[src/rtl/instr_loader.sv]
`timescale 1ns/1ps
// -----------------------------------------------------------------------------
// instr_loader
//
// Program loader that writes instruction words into instruction memory. It
// receives a byte stream over a valid/ready handshake: a 16-bit word-count
// header (high byte first) followed by that many instruction words (high byte
// first). Each byte pair is assembled into one WORD_SIZE word and written to
// consecutive memory addresses starting at BASE_ADDR, one write per word.
// Completion is flagged on `done` so the core can be released from hold.
//
// Ports:
//   clk            system clock, rising edge
//   rst_n          asynchronous active-low reset
//   start          begin a load (honoured only in IDLE or DONE)
//   in_byte        stream byte
//   in_valid       in_byte is valid
//   in_ready       loader accepts a byte this cycle
//   mem_addr       registered write address
//   mem_data       registered write data
//   mem_we         write strobe, one cycle per word
//   busy           load in progress
//   done           last load completed; held until the next accepted start
//   words_written  words written in the current or last load
// -----------------------------------------------------------------------------
module instr_loader #(
    parameter int          WORD_SIZE = 16,
    parameter int          BYTE_SIZE = 8,
    parameter int unsigned BASE_ADDR = 0
) (
    input  logic                 clk,
    input  logic                 rst_n,
    input  logic                 start,
    input  logic [BYTE_SIZE-1:0] in_byte,
    input  logic                 in_valid,
    output logic                 in_ready,
    output logic [WORD_SIZE-1:0] mem_addr,
    output logic [WORD_SIZE-1:0] mem_data,
    output logic                 mem_we,
    output logic                 busy,
    output logic                 done,
    output logic [WORD_SIZE-1:0] words_written
);

    typedef enum logic [2:0] {
        S_IDLE,
        S_LEN_HI,
        S_LEN_LO,
        S_DATA_HI,
        S_DATA_LO,
        S_WRITE,
        S_DONE
    } state_t;

    localparam logic [WORD_SIZE-1:0] BASE = WORD_SIZE'(BASE_ADDR);
    localparam logic [WORD_SIZE-1:0] ONE  = WORD_SIZE'(1);

    state_t                 state_q,         state_d;
    logic [WORD_SIZE-1:0]   len_q,           len_d;
    logic [BYTE_SIZE-1:0]   word_hi_q,       word_hi_d;
    logic [WORD_SIZE-1:0]   addr_q,          addr_d;
    logic [WORD_SIZE-1:0]   mem_addr_q,      mem_addr_d;
    logic [WORD_SIZE-1:0]   mem_data_q,      mem_data_d;
    logic [WORD_SIZE-1:0]   words_written_q, words_written_d;

    logic                   accept;
    logic [WORD_SIZE-1:0]   len_full;
    logic [WORD_SIZE-1:0]   written_next;

    // Handshake-facing outputs are decoded from state only, so in_ready has
    // no combinational dependence on in_valid.
    assign in_ready      = (state_q == S_LEN_HI)  || (state_q == S_LEN_LO) ||
                           (state_q == S_DATA_HI) || (state_q == S_DATA_LO);
    assign mem_we        = (state_q == S_WRITE);
    assign busy          = (state_q != S_IDLE) && (state_q != S_DONE);
    assign done          = (state_q == S_DONE);
    assign mem_addr      = mem_addr_q;
    assign mem_data      = mem_data_q;
    assign words_written = words_written_q;

    assign accept        = in_valid && in_ready;
    // Length as it will read once the low header byte lands this cycle.
    assign len_full      = {len_q[WORD_SIZE-1:BYTE_SIZE], in_byte};
    assign written_next  = words_written_q + ONE;

    always_comb begin
        state_d         = state_q;
        len_d           = len_q;
        word_hi_d       = word_hi_q;
        addr_d          = addr_q;
        mem_addr_d      = mem_addr_q;
        mem_data_d      = mem_data_q;
        words_written_d = words_written_q;

        case (state_q)
            S_IDLE, S_DONE: begin
                if (start) begin
                    state_d         = S_LEN_HI;
                    words_written_d = '0;
                    addr_d          = BASE;
                end
            end
            S_LEN_HI: begin
                if (accept) begin
                    len_d   = {in_byte, len_q[BYTE_SIZE-1:0]};
                    state_d = S_LEN_LO;
                end
            end
            S_LEN_LO: begin
                if (accept) begin
                    len_d   = len_full;
                    state_d = (len_full == '0) ? S_DONE : S_DATA_HI;
                end
            end
            S_DATA_HI: begin
                if (accept) begin
                    word_hi_d = in_byte;
                    state_d   = S_DATA_LO;
                end
            end
            S_DATA_LO: begin
                // Stage the write registers now so they are stable for the
                // whole WRITE cycle.
                if (accept) begin
                    mem_data_d = {word_hi_q, in_byte};
                    mem_addr_d = addr_q;
                    state_d    = S_WRITE;
                end
            end
            S_WRITE: begin
                // Address wraps silently at 2^WORD_SIZE.
                addr_d          = addr_q + ONE;
                words_written_d = written_next;
                state_d         = (written_next == len_q) ? S_DONE : S_DATA_HI;
            end
            default: begin
                state_d = S_IDLE;
            end
        endcase
    end

    always_ff @(posedge clk or negedge rst_n) begin
        if (!rst_n) begin
            state_q         <= S_IDLE;
            len_q           <= '0;
            word_hi_q       <= '0;
            addr_q          <= '0;
            mem_addr_q      <= '0;
            mem_data_q      <= '0;
            words_written_q <= '0;
        end else begin
            state_q         <= state_d;
            len_q           <= len_d;
            word_hi_q       <= word_hi_d;
            addr_q          <= addr_d;
            mem_addr_q      <= mem_addr_d;
            mem_data_q      <= mem_data_d;
            words_written_q <= words_written_d;
        end
    end

endmodule

[config.mk]
export PLATFORM = sky130hd
export DESIGN_NAME = instr_loader
export DESIGN_NICKNAME = d
export VERILOG_FILES = /design/src/rtl/instr_loader.sv
export SDC_FILE = /design/constraint.sdc
export NUM_CORES = 1
export LEC_CHECK = 0
export CAP_MARGIN = 25
export CORE_MARGIN = 2
export CORE_UTILIZATION = 55
export CTS_BUF_LIST = sky130_fd_sc_hd__clkbuf_4 sky130_fd_sc_hd__clkbuf_8 sky130_fd_sc_hd__clkbuf_16
export DETAILED_ROUTE_END_ITERATION = 8
export GPL_ROUTABILITY_DRIVEN = 0
export GPL_TIMING_DRIVEN = 0
export PLACE_DENSITY = 0.79
export SLEW_MARGIN = 10
export SYNTH_ARGS = -nofsm -noshare
export SYNTH_HDL_FRONTEND = slang
export SYNTH_SLANG_ARGS = --single-unit
[constraint.sdc]
create_clock -name clk -period 2.8 [get_ports clk]
set_clock_uncertainty 0.1 [all_clocks]
set_input_delay 0.56 -clock clk [delete_from_list [all_inputs] [get_ports clk]]
set_output_delay 0.56 -clock clk [all_outputs]
set_load 0.05 [all_outputs]
==> impl_summary.txt, run 1 <==
----------------------------------------------------
[Run status]
  Outcome ... finished clean

[Pwr]
  Peak supply drop ... a little under 0.0009 V
  Cell Pwr Density ... approximately 940 nW/um^2
  Total leakage power ... 0.00240 uW

[Synth]
  Leading post-synthesis cells by cell area ... dfrtp_1 (51%), mux2_2 (14%), o21ai_0 (3.9%), nand2_1 (2.9%), xnor2_1 (2.7%)
  Post-synth top cells ... dfrtp_1 (91), mux2_2 (56), nand2_1 (35), o21ai_0 (35), nor2_1 (21)
  Number of distinct library cell variants in the gate-level netlist after synthesis ... 58
  Top-count cell post-synth ... dfrtp_1
  Post-synth top area cell ... dfrtp_1
  Summed instance area of the synthesized netlist ... 4490 sq um
  FFs w/ async S/R, synth ... 100%
  Register area share after synthesis ... between 50% and 60%
  Dominant synthesized flop cell ... dfrtp_1
  Count of synthesis-stage warnings from yosys ... 0
  Number of synthesized flops with an enable pin ... 0
  Synth Register Bits ... 91
  Syn nets ... 412
  Synth top area share ... 50.8%
  Mean area per synthesized cell ... 11.3 sq um
  Synthesized netlist cell count ... about 400

[Die]
  Boundary pin count ... 64
  Height of the die ... approximately 94 microns
  Floorplan die width ... 94.3 microns
  Placeable core region ... approximately 7800 sq um
  Starting Density ... 57.5%
  Total die area ... 8900 sq um
  Number of placement rows ... 32

[Timing]
  # setup viols final ... 0
  Number of endpoints with negative hold slack in the final report ... 0
  Maximum frequency from static timing analysis ... 381 MHz
  Shortest period the worst path allows ... approximately 2600 ps
  Max-slew headroom ... about a third
  RSZ-0062 raised after global routing ... false
  Max Transition Viols Final ... 0
  Final period utilization ... 93.6%
  Pin slew with the least headroom to its limit ... 1010 ps

[Clock network]
  Depth of the CTS H-tree ... 3
  Insertion delay to the later sink of the worst-skew pair ... 360 ps
  Clock-pin transition on the worst setup and hold timing paths ... approximately 90 ps
  Clock Root Buffer ... clkbuf_8
  Number of buffers created by CTS ... 9
  Clock tree from TritonCTS ... yes
  # clock sinks ... 91
  Deepest clock path buffer count ... 2

[Worst setup path]
  Startpoint of the most critical register-to-register path ... words_written[0]$_DFFE_PN0P_
  Worst path slowest cell ... dlygate4sd2_1
  Data arrival time of the critical path ... 1960 ps
  Kind of cell adding the most delay to the critical path ... buffers and inverters
  Biggest cell delay along the critical path ... roughly 540 ps
  Class of the most critical setup path ... reg2out
  Element type at the critical path end ... output port
  Worst reg-to-reg setup slack ... 500 ps
  R2R Path End ... state_q[0]$_DFFE_PN0P_
  Crit-path cells ... buf_2 > clkbuf_1 > nor2_1 > xnor2_1 > dlygate4sd2_1
  Setup crit start kind ... flop
  Required @ worst endpoint ... 2140 ps
  WP buf/inv ... 3
  Depth of the worst register-to-register path ... 7
  Critical path fanouts, max ... 10

[Place]
  Post-detailed-placement cell area ... 5270 sq um
  Post-Place Cells ... 564
  Post-DP HPWL ... 7.07 mm
  Number of I/O port buffers ... 63

[Global routing]
  Initial antenna violation count ... 0
  First-pass GRT wire length ... 16.4 mm
  Gr ovfl total ... 0
  Maximum number of pins on one net before global-route repair ... 53
  Vias in the first global route ... 3326
  Total Routing Usage GR ... between 20% and 30%

[Finish]
  Seq. cell area ... between 2000 and 2500 sq um
  Final instance area ... roughly 5500 sq um
  Layout Area Growth over Synthesis ... 22.5%
  Combined area of the multi-input logic cells ... 2100 sq um
  Count of inserted antenna diode cells ... 0
  Final Instance Count excl. Fillers ... 579
  Fill cell total of the finished layout ... 583
  Final #Nets ... 486
  Proportion of layout cells with a drive suffix above 1 ... 21.2%

[Routing]
  Vias after detailed routing ... 3361
  DRC Markers ... 0
  Antenna viol nets, final ... 0
  Number of iterations in the first detailed-routing pass ... 5
  WL final ... around 9.9 mm
  Number of vias per cell ... 5.80
  Number of design-rule violations left by the first detailed-router iteration ... 274
  Average wire length per cell after detail routing ... 17.1 microns

[Hold path]
  Worst hold path class ... in2async

[Flow run]
  Maxcap violations ... 0

----------------------------------------------------
[state kept, by name (all words and copies together) (netlist names)]
name and cells:
words_written 16, mem_data 16, state_q 3, word_hi_q 8
len_q 16, mem_addr 16, addr_q 16
[metrics by stage]
stage / total power [uW] / hold slack (ps) / setup WS [ps] / setup TNS (ps) / utilization (%)
2_1_floorplan: 3490 / 164 / 448 / 0 / -
3_3_place_gp: 4120 / 367 / -2180 / -197930 / 67.2
3_5_place_dp: 4190 / 364 / -180 / -180 / 67.5
4_1_cts: 5210 / 80.7 / 152 / 0 / 70.4
5_1_grt: 5440 / 107 / 22.0 / 0 / 70.4
6_report: 5190 / 62.9 / 178 / 0 / 70.4
[per-layer routing]
| metal | part of all wire, % | up-vias | wire, microns | GRT usage [%] |
|---|---|---|---|---|
| li1 | - | 1590 | - | - |
| met1 | 45 | 1656 | 4420 | 33.1 |
| met2 | 48 | 96 | 4730 | 37.3 |
| met3 | 5.3 | 19 | 522 | 4.49 |
| met4 | 2.5 | 0 | 250 | 10.9 |
| met5 | 0 | - | 0 | 0 |
[worst reg2reg max path: cells and delay by family (launching register included)]
family	cells	cell delay, ps
simple gates	3	690
flops	1	480
fa+ha+maj	1	390
xor+xnor	1	260
compound gates	2	250
[worst max path at each step]
stage	cells after the start	slack, ps	from	endpoint
2_1_floorplan	7	450	words_written[0]$_DFFE_PN0P_	state_q[0]$_DFFE_PN0P_
3_3_place_gp	1	-2180	rst_n	mem_data[0]$_DFFE_PN0P_
3_5_place_dp	5	-180	state_q[1]$_DFFE_PN0P_	mem_we
4_1_cts	5	150	state_q[0]$_DFFE_PN0P_	in_ready
5_1_grt	5	20	state_q[0]$_DFFE_PN0P_	in_ready
6_report	5	180	state_q[0]$_DFFE_PN0P_	in_ready
[layout make-up]
cell class | instances | area share [%]
inverter | 4 | 0.273
timing repair buffer | 64 | 11.9
multi-input combinational | 283 | 38.1
tap | 102 | 2.32
sequential | 91 | 41.4
buffer | 19 | 1.71
clock inverter | 6 | 1.75
clock buffer | 10 | 2.50
[cell families after synthesis]
kind of cell             Yosys count  synth area share [%]
AO/OA/AOI/OAI                     70                  9.51
XOR/XNOR                          23                  4.49
adder cells (fa/ha/maj)            2                 0.558
buffers and inverters             24                  2.51
flip-flops                        91                  50.8
multiplexers                      63                  15.6
AND/OR/NAND/NOR                  125                  16.6
[cell usage in the layout (no fill, tap or decap), drive strengths merged, types with 8 or more instances in the layout]
cell	n
clkdlybuf4s50	58
nand2	35
a21oi	10
mux2	56
nand3	21
nor2	21
buf	13
o21ai	36
xnor2	14
xor2	9
dfrtp	91
clkbuf	18
nand4	8
[power breakdown]
part / total [uW] / switching (uW) / internal [uW]
Combinational: 2200 / 1310 / 884
Clock: 1030 / 495 / 538
Sequential: 1960 / 285 / 1680
Total: 5190 / 2090 / 3100
[timing repair]
action                     CTS  global route
setup endpoints to repair    4             0
resized for setup            6             0
buffers inserted             0             0
hold buffers                 0             0
Power figures use the tool's default switching activity.
==> run 2, diff against run 1 <==
CORE_UTILIZATION = 49   (was 55)
PLACE_DENSITY = 0.75   (was 0.79)
clock period = 2.4 ns   (was 2.8 ns; I/O delays follow)
==> run 2 against run 1 <==
Effect of this change: the run now ends with hold timing left; non-clock buffer count unchanged; clock power about the same; final cell count up 0.86%; critical path type unchanged; combinational power up 17%; highest routed layer unchanged.
==> impl_summary.txt, run 2 (synthesized netlist as in run 1, its figures left out) <==
----------------------------------------------------
[Pwr]
  Cell Pwr Density ... 1080 nW/um^2 (+14%)
  Peak supply drop ... 0.000729 V (-17%)
  Total leakage power ... 0.00241 uW (+0.35%)

[Place]
  Post-Place Cells ... 570 (+1.1%)
  Post-detailed-placement cell area ... 5280 sq um (+0.14%)
  Post-DP HPWL ... 7.17 mm (+1.5%)
  Number of I/O port buffers ... 63 (unchanged)

[Finish]
  Final #Nets ... 486 (unchanged)
  Proportion of layout cells with a drive suffix above 1 ... 22.7% (+1.5 points)
  Layout Area Growth over Synthesis ... 22.0%
  Commonest cells after routing, fill and taps aside ... dfrtp_1 (91), mux2_2 (56), clkdlybuf4s50_1 (56)
  Final instance area ... 5470 sq um (-0.46%)
  Final Instance Count excl. Fillers ... 584 (+0.86%)
  Most common library cell in the layout ignoring fill and taps ... dfrtp_1
  Count of inserted antenna diode cells ... 0 (unchanged)

[Clock network]
  Postcts setup bufs ... 0 (unchanged)
  Depth of the CTS H-tree ... 3 (unchanged)
  # clock sinks ... 91 (unchanged)
  Clock-pin transition on the worst setup and hold timing paths ... 90 ps (about the same)
  Number of buffers created by CTS ... 9 (unchanged)
  Insertion delay to the later sink of the worst-skew pair ... 360 ps (about the same)
  Clock tree from TritonCTS ... yes
  Deepest clock path buffer count ... 2 (unchanged)
  Clock Root Buffer ... clkbuf_8

[Worst setup path]
  Data arrival time of the critical path ... 1730 ps (-230 ps)
  Critical path fanouts, max ... 7 (-3)
  Crit path launch ... state_q[2]$_DFFE_PN0P_
  Worst reg-to-reg setup slack ... 230 ps (-270 ps)
  Depth of the worst register-to-register path ... 7 (unchanged)
  Startpoint of the most critical register-to-register path ... words_written[0]$_DFFE_PN0P_
  Class of the most critical setup path ... reg2out
  Element type at the critical path end ... output port
  Required @ worst endpoint ... 1820 ps (-320 ps)
  Setup crit start kind ... flop
  R2R Path End ... state_q[0]$_DFFE_PN0P_
  Critical Path End ... busy

[Routing]
  DRC Markers ... 0 (unchanged)
  Number of iterations in the first detailed-routing pass ... 4 (-1)
  Number of design-rule violations left by the first detailed-router iteration ... 155 (-43%)
  Vias after detailed routing ... 3308 (-1.6%)
  Antenna viol nets, final ... 0 (unchanged)
  WL final ... 9.97 mm (+0.52%)
  Number of vias per cell ... 5.66 (-2.4%)
  Average wire length per cell after detail routing ... 17.1 microns (-0.34%)

[Die]
  Floorplan die width ... 99.7 microns (+5.7%)
  Boundary pin count ... 64 (unchanged)
  Height of the die ... 99.7 microns (+5.7%)
  Total die area ... 9940 sq um (+12%)
  Number of placement rows ... 34 (+6.3%)
  Starting Density ... 51.0% (-6.5 points)
  Placeable core region ... 8810 sq um (+13%)

[Timing]
  Shortest period the worst path allows ... 2310 ps
  Setup TNS ... 0 ps (unchanged)
  Max Transition Viols Final ... 0 (unchanged)
  Max-slew headroom ... 40.9% (+8.3 points)
  Pin slew with the least headroom to its limit ... 885 ps (-124 ps)
  Final period utilization ... 96.4%
  Number of endpoints with negative hold slack in the final report ... 8 (+8)
  Maximum frequency from static timing analysis ... 432 MHz
  RSZ-0062 raised after global routing ... false
  # setup viols final ... 0 (unchanged)
  Worst hold-check slack ... -7.32 ps (-70.3 ps)

[Global routing]
  Initial antenna violation count ... 0 (unchanged)
  Maximum number of pins on one net before global-route repair ... 52 (-1.9%)
  Vias in the first global route ... 3229 (-2.9%)
  Gr ovfl total ... 0 (unchanged)
  First-pass GRT wire length ... 16.4 mm (+0.16%)
  Total Routing Usage GR ... 21.1% (-3.0 points)

[Run status]
  Outcome ... finished, violations left
  Violated checks ... hold timing

[Hold path]
  Worst hold path class ... in2async

[Flow run]
  Maxcap violations ... 0 (unchanged)

----------------------------------------------------
## run 2: worst max-delay path, cell delays in order, from the launching register on
cell and delay, ps:
dfrtp_1 390, buf_6 140, and2b_1 200, nor3_2 250, inv_1 70, clkdlybuf4s15_2 330
## run 2: per-stage QoR
stage | setup slack (ps) | power, uW | util, %
floorplan | 47.7 | 4080 | -
finish | 87.6 | 5880 | 62.1
global placement | -2500 | 4820 | 59.6
CTS | 15.9 | 5920 | 62.1
global route | 1.73 | 6190 | 62.1
detailed placement | -515 | 4890 | 59.9
## run 2: final cells by class
class,instances,area (sq um)
plain buffers,19,97.6
repair buffers,64,652
inverters,4,17.5
multi-input cells,283,2100
flip-flops and latches,91,2280
fillers,729,3330
clock buffers,9,124
clock inverters,6,65.1
well taps,108,135
## run 2: power breakdown
part / switching (uW) / internal, uW
Combinational: 1520 / 1040
Clock: 547 / 477
Sequential: 338 / 1950
Total: 2410 / 3480
## run 2: metal layers
metal | global-route usage (%) | wire length [microns] | up-vias
li1 | - | - | 1594
met1 | 29.8 | 4740 | 1635
met4 | 6.01 | 98 | 0
met2 | 33.1 | 4720 | 72
met3 | 4.50 | 407 | 7
met5 | 0 | 0 | -
## run 2: what timing repair did
action,in CTS,in global routing
gates resized for setup,17,11
hold buffers,0,0
endpoints found under the setup margin,5,6
pin swaps,0,0
gates cloned,0,0
## run 2: worst min-delay path by stage
stage	startpoint	end	slack [ps]	cells after the start
floorplan	rst_n	addr_q[0]$_DFFE_PN0P_	80	0
detailed placement	addr_q[15]$_DFFE_PN0P_	addr_q[15]$_DFFE_PN0P_	370	1
global placement	addr_q[15]$_DFFE_PN0P_	addr_q[15]$_DFFE_PN0P_	370	1
finish	rst_n	mem_addr[15]$_DFFE_PN0P_	-7	1
global route	rst_n	mem_addr[15]$_DFFE_PN0P_	20	1
CTS	rst_n	mem_addr[15]$_DFFE_PN0P_	4	1
